--- config.mk ---
export PLATFORM = sky130hd
export DESIGN_NAME = fp_mult_arbiter
export DESIGN_NICKNAME = d
export VERILOG_FILES = /design/src/rtl/fp_mult_arbiter.sv
export SDC_FILE = /design/constraint.sdc
export NUM_CORES = 2
export LEC_CHECK = 0
export ABC_AREA = 1
export ABC_CLOCK_PERIOD_IN_PS = 24500
export BUFFER_PORTS_ARGS = -buffer_cell sky130_fd_sc_hd__clkbuf_2
export CORE_ASPECT_RATIO = 0.8
export CORE_MARGIN = 2
export CORE_UTILIZATION = 40
export CTS_BUF_LIST = sky130_fd_sc_hd__clkbuf_2 sky130_fd_sc_hd__clkbuf_4 sky130_fd_sc_hd__clkbuf_8
export CTS_CLUSTER_SIZE = 14
export DETAILED_ROUTE_END_ITERATION = 10
export PLACE_DENSITY = 0.57
export SETUP_SLACK_MARGIN = 0.1
export SYNTH_ARGS = -nofsm -noshare
export SYNTH_HDL_FRONTEND = slang
export SYNTH_SLANG_ARGS = --single-unit
--- constraint.sdc ---
create_clock -name clk -period 24.5 [get_ports clk]
set_input_delay 2.45 -clock clk [delete_from_list [all_inputs] [get_ports clk]]
set_output_delay 2.45 -clock clk [all_outputs]
set_load 0.01 [all_outputs]
--- src/rtl/fp_mult_arbiter.sv ---
// fp_mult_arbiter: round-robin arbiter that lends one combinational FP32
// multiplier to up to four requesters, one operation at a time.
//
// Handshake contract:
//   - Request side: req_ready[g] is a combinational, one-hot accept strobe.
//     It is raised only in IDLE, and only for the requester picked by the
//     round-robin search. The operands are taken on the rising edge where
//     req_valid[g] && req_ready[g] holds.
//   - Response side: rsp_valid stays high, and rsp_id/rsp_result stay stable,
//     until a rising edge samples rsp_ready=1. The response is consumed on
//     that edge.
//
// WIDTH must stay 32, because the shared multiplier is IEEE-754 single precision.

// FloatingMultiplication: combinational IEEE-754 single multiply.
// Rounding is round-to-nearest-even. Denormal inputs and underflowing results
// are flushed to signed zero. Overflow gives signed infinity, and any invalid
// operation gives the canonical quiet NaN.
module FloatingMultiplication (
  input  logic [31:0] A,
  input  logic [31:0] B,
  output logic [31:0] result
);
  logic              w_sign;
  logic [7:0]        w_ea;
  logic [7:0]        w_eb;
  logic [23:0]       w_ma;
  logic [23:0]       w_mb;
  logic [47:0]       w_prod;
  logic [22:0]       w_frac;
  logic              w_guard;
  logic              w_sticky;
  logic              w_round;
  logic [23:0]       w_frac_r;
  logic signed [9:0] w_exp;
  logic signed [9:0] w_exp_r;
  logic              w_a_zero;
  logic              w_b_zero;
  logic              w_a_inf;
  logic              w_b_inf;
  logic              w_a_nan;
  logic              w_b_nan;

  // Normalise the 48-bit significand product, round to nearest even, then
  // resolve the special operands and any exponent range overflow.
  always_comb begin
    w_sign   = A[31] ^ B[31];
    w_ea     = A[30:23];
    w_eb     = B[30:23];
    w_ma     = {1'b1, A[22:0]};
    w_mb     = {1'b1, B[22:0]};
    w_prod   = 48'(w_ma) * 48'(w_mb);
    w_a_zero = (w_ea == 8'h00);
    w_b_zero = (w_eb == 8'h00);
    w_a_inf  = (w_ea == 8'hFF) && (A[22:0] == 23'd0);
    w_b_inf  = (w_eb == 8'hFF) && (B[22:0] == 23'd0);
    w_a_nan  = (w_ea == 8'hFF) && (A[22:0] != 23'd0);
    w_b_nan  = (w_eb == 8'hFF) && (B[22:0] != 23'd0);
    if (w_prod[47]) begin
      w_frac   = w_prod[46:24];
      w_guard  = w_prod[23];
      w_sticky = |w_prod[22:0];
      w_exp    = $signed({2'b00, w_ea}) + $signed({2'b00, w_eb}) - 10'sd126;
    end else begin
      w_frac   = w_prod[45:23];
      w_guard  = w_prod[22];
      w_sticky = |w_prod[21:0];
      w_exp    = $signed({2'b00, w_ea}) + $signed({2'b00, w_eb}) - 10'sd127;
    end
    w_round  = w_guard & (w_sticky | w_frac[0]);
    w_frac_r = {1'b0, w_frac} + {23'd0, w_round};
    // A rounding carry out of the fraction means the significand became 2.0.
    w_exp_r  = w_frac_r[23] ? (w_exp + 10'sd1) : w_exp;
    if (w_a_nan || w_b_nan || (w_a_inf && w_b_zero) || (w_b_inf && w_a_zero))
      result = 32'h7FC0_0000;
    else if (w_a_inf || w_b_inf)
      result = {w_sign, 8'hFF, 23'd0};
    else if (w_a_zero || w_b_zero)
      result = {w_sign, 31'd0};
    else if (w_exp_r >= 10'sd255)
      result = {w_sign, 8'hFF, 23'd0};
    else if (w_exp_r <= 10'sd0)
      result = {w_sign, 31'd0};
    else
      result = {w_sign, w_exp_r[7:0], w_frac_r[22:0]};
  end
endmodule

module fp_mult_arbiter #(
  parameter int WIDTH = 32,
  parameter int NREQ  = 4
) (
  input  logic                  clk,
  input  logic                  rst,
  input  logic [NREQ-1:0]       req_valid,
  input  logic [NREQ*WIDTH-1:0] req_a,
  input  logic [NREQ*WIDTH-1:0] req_b,
  output logic [NREQ-1:0]       req_ready,
  output logic                  rsp_valid,
  output logic [1:0]            rsp_id,
  output logic [WIDTH-1:0]      rsp_result,
  input  logic                  rsp_ready,
  output logic [15:0]           op_count,
  output logic [1:0]            dbg_state
);
  typedef enum logic [1:0] {
    S_IDLE = 2'd0,
    S_EXEC = 2'd1,
    S_RESP = 2'd2
  } state_t;

  state_t            r_state;
  logic [1:0]        r_rr_ptr;
  logic [1:0]        r_id;
  logic [WIDTH-1:0]  r_op_a;
  logic [WIDTH-1:0]  r_op_b;
  logic [WIDTH-1:0]  r_result;
  logic              r_rsp_valid;
  logic [15:0]       r_op_count;

  logic [2*NREQ-1:0] w_dbl;
  logic [NREQ-1:0]   w_rot;
  logic              w_grant_any;
  logic [1:0]        w_offset;
  logic [2:0]        w_sum;
  logic [2:0]        w_wrap;
  logic [1:0]        w_grant_idx;
  logic [1:0]        w_next_ptr;
  logic [WIDTH-1:0]  w_mul_result;

  // Round-robin search: rotate the requests so rr_ptr lands at bit 0, take
  // the lowest set bit, then map that offset back to a requester index.
  always_comb begin
    w_dbl       = {req_valid, req_valid} >> r_rr_ptr;
    w_rot       = w_dbl[NREQ-1:0];
    w_grant_any = |w_rot;
    w_offset    = 2'd0;
    for (int k = NREQ - 1; k >= 0; k--) begin
      if (w_rot[k]) w_offset = k[1:0];
    end
    w_sum       = {1'b0, r_rr_ptr} + {1'b0, w_offset};
    w_wrap      = w_sum - 3'(NREQ);
    w_grant_idx = (w_sum >= 3'(NREQ)) ? w_wrap[1:0] : w_sum[1:0];
    w_next_ptr  = (r_id == 2'(NREQ - 1)) ? 2'd0 : (r_id + 2'd1);
  end

  // Accept strobe: only in IDLE, and only to the chosen requester.
  always_comb begin
    req_ready = '0;
    if ((r_state == S_IDLE) && w_grant_any)
      req_ready = {{(NREQ-1){1'b0}}, 1'b1} << w_grant_idx;
  end

  // The single shared multiplier always works from the captured operands, so
  // requester activity after the grant cannot disturb the operation in flight.
  FloatingMultiplication u_fmul (
    .A      (r_op_a),
    .B      (r_op_b),
    .result (w_mul_result)
  );

  // Operation sequencer: the IDLE grant captures the operands, EXEC registers
  // the product, and RESP holds the response until the consumer takes it.
  always_ff @(posedge clk) begin
    if (rst) begin
      r_state     <= S_IDLE;
      r_rr_ptr    <= 2'd0;
      r_id        <= 2'd0;
      r_op_a      <= '0;
      r_op_b      <= '0;
      r_result    <= '0;
      r_rsp_valid <= 1'b0;
      r_op_count  <= 16'd0;
    end else begin
      case (r_state)
        S_IDLE: begin
          if (w_grant_any) begin
            r_op_a  <= req_a[w_grant_idx*WIDTH +: WIDTH];
            r_op_b  <= req_b[w_grant_idx*WIDTH +: WIDTH];
            r_id    <= w_grant_idx;
            r_state <= S_EXEC;
          end
        end
        S_EXEC: begin
          r_result    <= w_mul_result;
          r_rsp_valid <= 1'b1;
          r_state     <= S_RESP;
        end
        S_RESP: begin
          if (rsp_ready) begin
            r_rsp_valid <= 1'b0;
            r_rr_ptr    <= w_next_ptr;
            r_op_count  <= r_op_count + 16'd1;
            r_state     <= S_IDLE;
          end
        end
        default: begin
          r_rsp_valid <= 1'b0;
          r_state     <= S_IDLE;
        end
      endcase
    end
  end

  assign rsp_valid  = r_rsp_valid;
  assign rsp_id     = r_id;
  assign rsp_result = r_result;
  assign op_count   = r_op_count;
  assign dbg_state  = r_state;
endmodule

==> run_results.csv <==
group,metric,value,unit
sta,setup_violations,0,
outcome,status,"complete, no violations",
route,drtAntennaViolNets,0,
sta,period_needed,9.19,ns
route,drt_drc_violations_left,0,
cts,cts_root_buf,"clkbuf_8",
place,dp_hpwl,79200,um
cts,insertion_delay,0.56,ns
floorplan,die_h,251,um
critical_path,cp_slowest_cell,"dfxtp_1",
cts,cts_tree,"yes",
power_and_ir_drop,fin_total_pwr,3.79,mW
power_and_ir_drop,total_leakage_power,19.5,nW
critical_path,endpoint,"rsp_result[0]",
global_routing,grt_pass1_wl,156000,um
global_routing,overflow,0,
global_routing,grt_pass1_vias,27746,
critical_path,critical_path_cell_count,43,
power_and_ir_drop,power.density,114,nW/um^2
cts,cts_buffers,17,
logic_synthesis,ys_types,52,
route,vias_per_cell,4.84,
cts,cts_htree_levels,4,
critical_path,crit_start,"r_op_b[4]",
critical_path,cp_common_cell,"nand2_1",
sta,rsz0062_at_grt,"false",
critical_path,critPathRequiredTime,24.91,ns
final_layout,synthToLayoutAreaGrowth,8.83,%
final_layout,nets,5697,
cts,clock-sinks,119,
place,io_buffers,319,
floorplan,io_pins,320,
critical_path,r2r_start,"r_op_b[4]",
route,firstDrtPassIters,5,
critical_path,ff2ff_path_depth,43,
critical_path,startpoint_type,"register",
critical_path,r2r_slack,15.31,ns
cts,ctsHoldBuffers,0,
critical_path,path_buf_inv,8,
final_layout,drive_above_1_share,11.2,%
cts,postCtsSetupRepairBufs,0,
cts,clk_pin_slew_worst_paths,0.10,ns
sta,worstMarginPinSlew,1.11,ns
sta,finalSetupTns,0,ns
critical_path,rr_endpoint,"rsp_result[0]",
sta,finalHoldViolCount,0,
critical_path,crit_type,"register to register",
floorplan,dieArea,78500,sq um
logic_synthesis,ys_seq_area_share,7.81,%
critical_path,worstPathArrival,9.60,ns
logic_synthesis,postSynthCellCount,4604,
critical_path,worstPathMaxFanout,50,
min_path,hold_start,"rsp_result[19]",
sta,final_max_slew_viol_count,0,
place,gp_congestion,0.921,
final_layout,n_fill_cell,8102,
sta,relSlewSlack,25.9,%
route,drt_iter0_drc,1965,
global_routing,antenna_found_initial,1,
critical_path,cp_slowest_stage_delay,1.06,ns
run,maxCapViolations,0,
global_routing,grt_max_degree,85,
route,wl_per_cell,17.0,um
logic_synthesis,synth-async-reset-ratio,0,%
global_routing,grt_usage,25.4,%
logic_synthesis,yosysWarningCount,0,
min_path,hp-class,"register to register",
floorplan,rows,90,
logic_synthesis,ys_ff_latch,119,
floorplan,die_x,313,um
route,dr_total_vias,28003,
sta,fin_crit_sh,37.5,%
logic_synthesis,syn_area_per_cell,6.63,sq um
floorplan,start_util,40.4,%
cts,cts_resized,0,
sta,fmax,109,MHz
power_and_ir_drop,vdd_ir_drop_max,0.0923,mV
logic_synthesis,synth_nets,5538,
critical_path,path_delay_family,"adder cells",
logic_synthesis,syn-cell-area,30500,sq um
cts,cts.path.max_buffers,2,
logic_synthesis,synth_edf_count,0,
critical_path,endpoint_kind,"register",
floorplan,core_area,75400,sq um
route,drt-total-wl,98400,um
logic_synthesis,synth_ff_type,"dfxtp_1",
sta,skew,0.0385,ns
-- report_power, final --
group | internal [mW] | total, mW | switching (mW)
Sequential | 0.224 | 0.276 | 0.0525
Combinational | 1.08 | 3.32 | 2.24
Clock | 0.0862 | 0.200 | 0.114
Total | 1.39 | 3.79 | 2.41
-- area by class of cell --
cell class                 count  area, sq um  share of cell area, %
clock inverter                15          183                  0.550
timing repair buffer         367         1960                   5.90
antenna                        1         2.50                0.00754
sequential                   119         2380                   7.18
multi-input combinational   3139        23000                   69.2
tap                         1012         1270                   3.81
clock buffer                  17          234                  0.705
inverter                    1119         4200                   12.7
-- worst min-delay path, stage by stage (launching register included) --
cell and delay (ns):
dfxtp_1 0.32, nand2_1 0.06, a21oi_1 0.05
-- placed cells by master (no fill, tap or decap), types with 5 or more instances in the layout --
cell         n
nor2_4      11
nand3_2      7
clkbuf_8    17
nor2_1     146
nand3b_1     7
clkbuf_2   318
nand4_1     40
xor2_1      30
dfxtp_1    117
nand2_2     47
o21bai_1     7
fa_1       483
nor3_1      18
inv_1     1106
nand2_4      9
a31oi_1     64
ha_1       187
o21ai_0    105
nand3_1    117
nand2_1   1610
nor4_1      15
a21oi_1    154
buf_4       49
inv_2       11
nor2_2      29
o21a_1       5
xnor2_1     12
-- flip-flops by register name, indices dropped and copies added (netlist names) --
| name | flops |
|---|---|
| dbg_state | 2 |
| op_count | 16 |
| r_op_a | 32 |
| r_op_b | 32 |
| r_rr_ptr | 2 |
| rsp_id | 2 |
| rsp_result | 32 |
| rsp_valid | 1 |
-- metal layers --
metal  vias up  global-route usage, %  share of wire (%)  routed length (um)
met5         -                      0                  0                   0
met4         0                   6.49                2.3                2310
met3       107                   4.72                8.0                7900
met2      1013                   38.4                 42               41400
met1     13143                   37.1                 48               46800
li1      13740                      -                  -                   -
-- per-stage QoR --
stage	area (sq um)	util, %	worst slack [ns]	hold slack, ns	cells
after floorplan	30500	-	16.50	0.457	4604
after global placement	32800	43.5	15.44	0.454	5756
after detailed placement	32800	43.5	15.39	0.456	5756
after CTS	33200	44.0	15.37	0.472	5788
after global routing	33200	44.0	14.53	0.493	5789
final	33200	44.0	15.31	0.469	5789
-- Yosys cell counts (11+ instances only) --
master    count  area share (%)
inv_1      1106              14
dfxtp_1     119             7.8
clkbuf_1    205             2.5
nor2_4       11            0.41
fa_1        483              32
ha_1        188             7.7
nor2_1      146             1.8
inv_2        11            0.14
nor4_1       15            0.31
nand2_1    1610              20
nand4_1      40            0.82
nand3_1     117             1.9
nand2_2      47            0.96
o21ai_0     105             1.7
nor3_1       18            0.30
a31oi_1      64             1.3
nor2_2       29            0.59
xor2_1       31            0.89
xnor2_1      12            0.34
a21oi_1     154             2.5
-- logic make-up after synthesis --
logic type	Yosys count	share of synthesized area, %
simple gates	2074	28.3
buf+inv	1346	17.0
fa+ha+maj	671	39.4
compound gates	351	6.28
flops	119	7.81
xor+xnor	43	1.23
-- worst min path at each step --
stage	depth (start not counted)	slack, ns	to
after floorplan	2	0.46	r_op_a[31]
after global placement	2	0.45	r_op_a[19]
after detailed placement	2	0.46	r_op_a[22]
after CTS	2	0.47	rsp_result[19]
after global routing	2	0.49	r_op_b[16]
final	2	0.47	rsp_result[19]
Power figures use the tool's default switching activity.
